[src/rtl/alu_issue_ctrl.sv]
// alu_issue_ctrl
//   Upstream sequencer for the 32-bit ALU. Accepts one operation request at a
//   time on a valid/ready handshake, presents registered operands/opcode to
//   the ALU, waits one cycle for combinational ops or for alu_done on the
//   multi-cycle mod (with a timeout), and returns result/carry/error on an
//   output valid/ready handshake.
//
// Ports
//   clk, reset                 clock, synchronous active-high reset
//   in_valid/in_ready          request handshake
//   in_a, in_b, in_op          request operands and opcode
//                              (000 and,001 or,010 xor,011 nor,100 slt,
//                               101 add,110 sub,111 mod)
//   alu_a, alu_b, alu_op       registered operands/opcode to the ALU
//   alu_start                  one-cycle start pulse for mod
//   alu_res, alu_carry         ALU result and adder carry-out
//   alu_done                   ALU mod-complete flag
//   out_valid/out_ready        response handshake
//   out_data, out_carry        captured result; carry only for add
//   out_err                    mod by zero or mod timeout (out_data = 0)

module alu_issue_ctrl #(
  parameter int unsigned TIMEOUT_CYCLES = 64
) (
  input  logic        clk,
  input  logic        reset,
  input  logic        in_valid,
  output logic        in_ready,
  input  logic [31:0] in_a,
  input  logic [31:0] in_b,
  input  logic [2:0]  in_op,
  output logic [31:0] alu_a,
  output logic [31:0] alu_b,
  output logic [2:0]  alu_op,
  output logic        alu_start,
  input  logic [31:0] alu_res,
  input  logic        alu_carry,
  input  logic        alu_done,
  output logic        out_valid,
  input  logic        out_ready,
  output logic [31:0] out_data,
  output logic        out_carry,
  output logic        out_err
);

  localparam int unsigned CW = $clog2(TIMEOUT_CYCLES + 1);
  localparam logic [2:0]  OP_ADD = 3'b101;
  localparam logic [2:0]  OP_MOD = 3'b111;

  typedef enum logic [2:0] {
    IDLE,
    EXEC,
    MOD_START,
    WAIT_MOD,
    RESP
  } state_t;

  state_t          state_q, state_d;
  logic [CW-1:0]   cnt_q, cnt_d;
  logic [31:0]     a_q, a_d;
  logic [31:0]     b_q, b_d;
  logic [2:0]      op_q, op_d;
  logic [31:0]     data_q, data_d;
  logic            carry_q, carry_d;
  logic            err_q, err_d;

  always_ff @(posedge clk) begin
    if (reset) begin
      state_q <= IDLE;
      cnt_q   <= '0;
      a_q     <= '0;
      b_q     <= '0;
      op_q    <= '0;
      data_q  <= '0;
      carry_q <= 1'b0;
      err_q   <= 1'b0;
    end else begin
      state_q <= state_d;
      cnt_q   <= cnt_d;
      a_q     <= a_d;
      b_q     <= b_d;
      op_q    <= op_d;
      data_q  <= data_d;
      carry_q <= carry_d;
      err_q   <= err_d;
    end
  end

  always_comb begin
    state_d = state_q;
    cnt_d   = cnt_q;
    a_d     = a_q;
    b_d     = b_q;
    op_d    = op_q;
    data_d  = data_q;
    carry_d = carry_q;
    err_d   = err_q;

    unique case (state_q)
      IDLE: begin
        if (in_valid) begin
          a_d  = in_a;
          b_d  = in_b;
          op_d = in_op;
          if (in_op != OP_MOD) begin
            state_d = EXEC;
          end else if (in_b != '0) begin
            state_d = MOD_START;
          end else begin
            // Divide by zero is answered immediately; the ALU is never started.
            data_d  = '0;
            carry_d = 1'b0;
            err_d   = 1'b1;
            state_d = RESP;
          end
        end
      end

      EXEC: begin
        data_d  = alu_res;
        carry_d = (op_q == OP_ADD) ? alu_carry : 1'b0;
        err_d   = 1'b0;
        state_d = RESP;
      end

      // alu_done is not looked at here, so a done left over from the
      // previous mod cannot complete this one.
      MOD_START: begin
        cnt_d   = '0;
        state_d = WAIT_MOD;
      end

      WAIT_MOD: begin
        // Done is checked before the timeout so it wins a tie. Comparing the
        // pre-increment count against TIMEOUT_CYCLES-1 aborts on the cycle the
        // count would reach TIMEOUT_CYCLES.
        if (alu_done) begin
          data_d  = alu_res;
          carry_d = 1'b0;
          err_d   = 1'b0;
          state_d = RESP;
        end else if (cnt_q == CW'(TIMEOUT_CYCLES - 1)) begin
          data_d  = '0;
          carry_d = 1'b0;
          err_d   = 1'b1;
          state_d = RESP;
        end else begin
          cnt_d = cnt_q + 1'b1;
        end
      end

      RESP: begin
        if (out_ready) begin
          state_d = IDLE;
        end
      end

      default: begin
        state_d = IDLE;
      end
    endcase
  end

  assign in_ready  = (state_q == IDLE);
  assign alu_start = (state_q == MOD_START);
  assign out_valid = (state_q == RESP);
  assign alu_a     = a_q;
  assign alu_b     = b_q;
  assign alu_op    = op_q;
  assign out_data  = data_q;
  assign out_carry = carry_q;
  assign out_err   = err_q;

endmodule

[config.mk]
export PLATFORM = sky130hd
export DESIGN_NAME = alu_issue_ctrl
export DESIGN_NICKNAME = d
export VERILOG_FILES = /design/src/rtl/alu_issue_ctrl.sv
export SDC_FILE = /design/constraint.sdc
export NUM_CORES = 1
export LEC_CHECK = 0
export CORE_MARGIN = 3
export CORE_UTILIZATION = 42
export DETAILED_ROUTE_END_ITERATION = 10
export PLACE_DENSITY = 0.77
export SYNTH_ARGS = -nofsm -noshare
export SYNTH_HDL_FRONTEND = slang
export SYNTH_SLANG_ARGS = --single-unit
[constraint.sdc]
create_clock -name clk -period 1.92 [get_ports clk]
set_input_delay 0.384 -clock clk [delete_from_list [all_inputs] [get_ports clk]]
set_output_delay 0.384 -clock clk [all_outputs]
set_load 0.01 [all_outputs]
==> qor.yml, run 1 <==
avgSynthCellArea_um2: 8.85
tightest_slew_ns: 0.752
synth_top_area_share_pct: 47.4
clockBufferDepth: 2
gp_congestion: 0.859
hold_viol_final: 0
layout_commonest_cell: "clkdlybuf4s50_1"
fin_crit_ns: 1.93
switchingPower_mw: 1.70
numCtsBuffers: 9
hp-class: "in2reg"
pwr-share-comb_pct: 30.5
synth_cell_types: 42
drc_errors: 0
drt_iter0_drc: 283
die_h_um: 112
crit_path_start_kind: "flip-flop"
cts_num_sinks: 111
whs_endpoint: "alu_b[31]"
seqPwrFrac_pct: 46.6
async_flop_share_pct: 0
clock_latency_ns: 0.37
wirelength_um: 14500
syn_nets: 636
dp_hpwl_um: 10200
ys_seq_area_share_pct: 47.4
required_ns: 2.19
yosys.area.top_type: "dfxtp_1"
synthCells: 530
swShare_pct: 29.8
antenna_found_initial: 0
grt.total_usage_pct: 23.0
crit_fanout: 8
routed-via-count: 4565
r2r_end: "out_data[23]"
holdCritStartpoint: "in_b[31]"
yosys-top-cells-area: "dfxtp_1 (47%), nand2_1 (11%), nor2b_1 (8.7%)"
power_density_nw_per_um2: 781
dr_wl_met2_um: 6850
total_power_mw: 5.72
fmax_mhz: 518
start_util_pct: 44.2
yosysWarningCount: 0
place_ws_ns: -0.495
crit_path_end_kind: "flip-flop"
timing.final.crit_share_pct: 101
status: "finished, violations left"
diodes: 0
fin_ws_ns: -0.00970
mostFrequentLayoutCells: "clkdlybuf4s50_1 (172), nand2_1 (132), dfxtp_1 (108)"
wl_met3_um: 1490
synth-edff-count: 0
first_pass_iters: 5
path_clk_slew_ns: 0.10
finalSetupViolations: 3
drive_gt1_share_pct: 15.7
mappedNetlistArea_um2: 4690
rrSetupSlack_ns: -0.01
violations: "negative setup slack"
worstHoldPathCells: 3
ir_worst_vdd_uv: 587
core_area_um2: 10600
vias_per_cell: 5.11
p_int_mw: 4.02
synth_ff_type: "dfxtp_1"
tritoncts: "done"
tns_ns: -0.0202
final_nets: 858
cts_root_buf: "clkbuf_8"
htree_levels: 3
p_leak_nw: 2.83
highest_layer: "met4"
drv_slew: 0
met1_length_um: 5810
die_x_um: 112
overflow: 0
io_buffers: 208
ys_ff_latch: 111
routedWlPerCell_um: 16.3
drtAntennaViolNets: 0
arrival_ns: 2.20
critPathKind: "reg2reg"
drv_cap: 0
die_area_um2: 12500
rsz0062_at_grt: "true"
ioPinCount: 209
grt_pass1_vias: 4593
worstRegToRegCells: 8
row_count: 37
grt_start_max_net_pins: 68
syn_to_final_growth_pct: 56.2
relSlewSlack_pct: 49.6
r2r_start: "cnt_q[1]"
fin_skew_ns: 0.00783
fin_hold_ws_ns: 0.268
power.clock.fraction_pct: 22.9
grt_pass1_wl_um: 23400
registers in the layout (all words and copies together), names as in the netlist:
| register | count |
|---|---|
| alu_a | 32 |
| cnt_q | 7 |
| out_err | 1 |
| alu_op | 3 |
| state_q | 3 |
| out_data | 32 |
| alu_b | 32 |
| out_carry | 1 |
through the flow:
step                util [%]  instance area [µm²]  std cells
floorplan                  -                 4690        530
global placement        66.1                 7000        870
detailed placement      66.1                 7000        870
CTS                     68.8                 7290        891
global route            69.1                 7330        893
finish                  69.1                 7330        893
synthesized netlist by cell type, types with 2 or more instances:
cell,count
dfxtp_1,111
o21ai_0,5
nand2_2,10
nand3_1,6
clkbuf_1,13
buf_12,2
buf_6,9
buf_1,2
o211ai_1,2
a21oi_1,45
a221o_1,32
a211oi_1,2
a21oi_2,30
inv_1,6
or3_1,3
nor2b_1,65
nor4_1,9
buf_2,11
and3_1,2
nand4_1,2
nand2_1,133
nor2_1,9
nor3_1,2
worst max-delay path, stage by stage, from the launching register on:
cell and delay [ns]:
dfxtp_2 0.36, ha_4 0.13, nand3b_1 0.09, or2_1 0.26
and3_4 0.16, o21bai_4 0.23, buf_12 0.17, buf_16 0.13
a221o_1 0.28
repair_timing:
action                                  in CTS  in global routing
pin swaps                                    4                 17
hold endpoints to repair                     0                  0
setup buffers                                2                  4
resized for setup                           36                 26
hold buffers                                 0                  0
gates cloned                                 3                  0
endpoints found under the setup margin      35                 34
power groups by stage:
stage | logic [mW] | registers [mW] | clock network, mW
finish | 1.75 | 2.67 | 1.31
global route | 1.88 | 2.70 | 1.41
CTS | 1.78 | 2.67 | 1.34
detailed placement | 1.68 | 2.71 | 0
global placement | 1.65 | 2.71 | 0
floorplan | 0.718 | 2.81 | 0
worst max path at each step:
stage          depth (start not counted)  slack, ns      endpoint     start
3_5_place_dp                           7      -0.49  out_data[30]  in_b[12]
4_1_cts                                7      -0.04  out_data[21]  in_b[10]
6_report                               8      -0.01  out_data[23]  cnt_q[1]
5_1_grt                                8      -0.08  out_data[25]  cnt_q[1]
3_3_place_gp                           7      -0.47  out_data[30]  in_b[12]
2_1_floorplan                          6       0.15  out_data[22]  in_b[15]
metal layers:
layer	track usage [%]	vias to the layer above
li1	-	2241
met1	27.1	2108
met2	37.5	189
met3	9.18	27
met4	9.33	0
met5	0	-
layout make-up:
type | instances | area, µm²
well taps | 136 | 170
multi-input cells | 374 | 2240
repair buffers | 249 | 2480
flip-flops and latches | 111 | 2230
inverters | 7 | 31.3
clock inverters | 5 | 33.8
clock buffers | 11 | 141
fillers | 842 | 3270
logic make-up after synthesis:
| logic type | Yosys count | synth area share [%] |
|---|---|---|
| and+or+nand+nor | 250 | 26.0 |
| buffers and inverters | 45 | 6.22 |
| AOI/OAI and AO/OA | 121 | 19.7 |
| DFF | 111 | 47.4 |
| adders and majority gates | 1 | 0.267 |
| xor gates and xnor gates | 2 | 0.374 |
Power figures use the tool's default switching activity.
==> inputs of run 2 (changes only) <==
--- a/config.mk
+++ b/config.mk
@@ -5,10 +5,10 @@
 export SDC_FILE = /design/constraint.sdc
 export NUM_CORES = 1
 export LEC_CHECK = 0
-export CORE_MARGIN = 3
 export CORE_UTILIZATION = 42
 export DETAILED_ROUTE_END_ITERATION = 10
-export PLACE_DENSITY = 0.77
+export MAX_ROUTING_LAYER = met4
+export PLACE_DENSITY_LB_ADDON = 0.05
 export SYNTH_ARGS = -nofsm -noshare
 export SYNTH_HDL_FRONTEND = slang
 export SYNTH_SLANG_ARGS = --single-unit
==> qor.yml, run 2 (synthesis results as in run 1) <==
status: "finished clean"
grt_start_max_net_pins: 44  # -35%
fin_skew_ns: 0.00990  # +0.00207 ns
numCtsBuffers: 9  # unchanged
r2r_start: "cnt_q[1]"
crit_path_start_kind: "primary input"
io_buffers: 208  # unchanged
relSlewSlack_pct: 53.3  # +3.7 points
holdCritStartpoint: "in_b[12]"
fin_crit_ns: 1.87  # -0.0555 ns
crit_start: "in_b[24]"
power_density_nw_per_um2: 831  # +6.4%
clock_latency_ns: 0.39  # +0.02 ns
mostFrequentLayoutCells: "clkdlybuf4s50_1 (178), nand2_1 (132), dfxtp_1 (107)"
routed-via-count: 4534  # -0.68%
required_ns: 2.20  # about the same
crit_fanout: 8  # unchanged
antenna_found_initial: 0  # unchanged
drc_errors: 0  # unchanged
diodes: 0  # unchanged
grt_pass1_vias: 4308  # -6.2%
hold_viol_final: 0  # unchanged
cts_num_sinks: 111  # unchanged
gp_congestion: 0.860  # +0.16%
p_leak_nw: 2.86  # +1.3%
syn_to_final_growth_pct: 58.1
drive_gt1_share_pct: 15.6  # -0.091 points
tritoncts: "done"
arrival_ns: 2.15  # -0.05 ns
placed_cell_area_um2: 7020  # +0.25%
crit_chain: "clkdlybuf4s50_1 > nor4_2 > nand2_1 > nor4_4 > buf_4 > o21bai_4 > buf_6 > a221o_1"
vias_per_cell: 5.07  # -0.90%
grt.total_usage_pct: 23.6  # +0.52 points
finalSetupViolations: 0  # -3
dp_hpwl_um: 9680  # -5.3%
die_area_um2: 11600  # -7.0%
htree_levels: 3  # unchanged
rsz0062_at_grt: "true"
drt_iter0_drc: 208  # -27%
path_clk_slew_ns: 0.10  # about the same
drv_slew: 0  # unchanged
fmax_mhz: 534  # +3.0%
tightest_slew_ns: 0.697  # -0.0552 ns
die_x_um: 108  # -3.6%
timing.final.crit_share_pct: 97.6  # -2.9 points
holdBufCountCts: 0  # unchanged
first_pass_iters: 4  # -1
hp-class: "in2reg"
crit_path_end_kind: "flip-flop"
ir_worst_vdd_uv: 796  # +35%
routedWlPerCell_um: 15.2  # -6.6%
wirelength_um: 13600  # -6.4%
start_util_pct: 43.3  # -0.98 points
drv_cap: 0  # unchanged
final_nets: 856  # -0.23%
grt_pass1_wl_um: 20500  # -12%
ioPinCount: 209  # unchanged
clockBufferDepth: 2  # unchanged
tns_ns: 0  # +0.0202 ns
cp_slowest_cell: "clkdlybuf4s50_1"
core_area_um2: 10800  # +2.3%
cts_root_buf: "clkbuf_8"
fin_hold_ws_ns: 0.294  # +0.0255 ns
die_h_um: 108  # -3.6%
cpPeakStageDelay_ns: 0.44  # +0.08 ns
layout_commonest_cell: "clkdlybuf4s50_1"
utilization_pct: 68.4  # -0.72 points
stdcell_area_um2: 7410  # +1.2%
critPathKind: "in2reg"
row_count: 38  # +2.7%
overflow: 0  # unchanged
drtAntennaViolNets: 0  # unchanged
## run 2: cell types whose count changed in the layout (fill, tap and decap cells not counted), moves of 3 or more
cell | before | now
buf_4 | 33 | 29
buf_6 | 2 | 5
bufinv_16 | 0 | 4
clkdlybuf4s50_1 | 172 | 178
dlygate4sd2_1 | 20 | 15
dlymetal6s2s_1 | 9 | 12
nor4_2 | 4 | 7
## run 2: repair_timing
| action | 4_1_cts | 5_1_grt |
|---|---|---|
| gates cloned | 1 | 0 |
| resized for setup | 26 | 27 |
| pin swaps | 12 | 15 |
| setup endpoints to repair | 35 | 33 |
| setup buffers | 2 | 2 |
## run 2: area by class of cell
class | count | area, µm²
fill | 922 | 3430
timing repair buffer | 247 | 2470
multi-input combinational | 374 | 2250
sequential | 111 | 2230
tap | 140 | 175
clock inverter | 6 | 133
clock buffer | 10 | 128
inverter | 7 | 31.3
## run 2: path summary, 6_finish.rpt
kind / depth (start not counted) / endpoint / slack [ns]
max: 8 / out_data[16] / 0.05
min: 3 / alu_b[12] / 0.29
max reg2reg: 7 / out_data[16] / 0.07
min reg2reg: 2 / alu_a[1] / 0.46
## run 2: power breakdown
group / switching, mW / internal [mW]
Combinational: 0.751 / 0.954
Clock: 0.796 / 0.996
Sequential: 0.121 / 2.54
## run 2: worst max-delay path: cells and delay by family
| kind | cells | cell delay [ns] |
|---|---|---|
| buf+inv | 3 | 0.78 |
| compound gates | 2 | 0.43 |
| simple gates | 3 | 0.54 |
## run 2: layer usage
metal	vias to the layer above	GRT usage, %	part of all wire, %	routed length [µm]
met1	2132	26.3	42	5720
met3	11	9.02	8.0	1090
li1	2241	-	-	-
met5	-	-	0	0
met4	0	6.65	1.2	165
met2	150	39.1	49	6640
## run 2: through the flow
stage | total power [mW] | instances | setup WS, ns
floorplan | 3.53 | 530 | 0.154
global placement | 4.36 | 874 | -0.590
detailed placement | 4.40 | 874 | -0.596
CTS | 6.19 | 893 | 0.000126
global route | 6.45 | 895 | -0.0112
finish | 6.16 | 895 | 0.0458
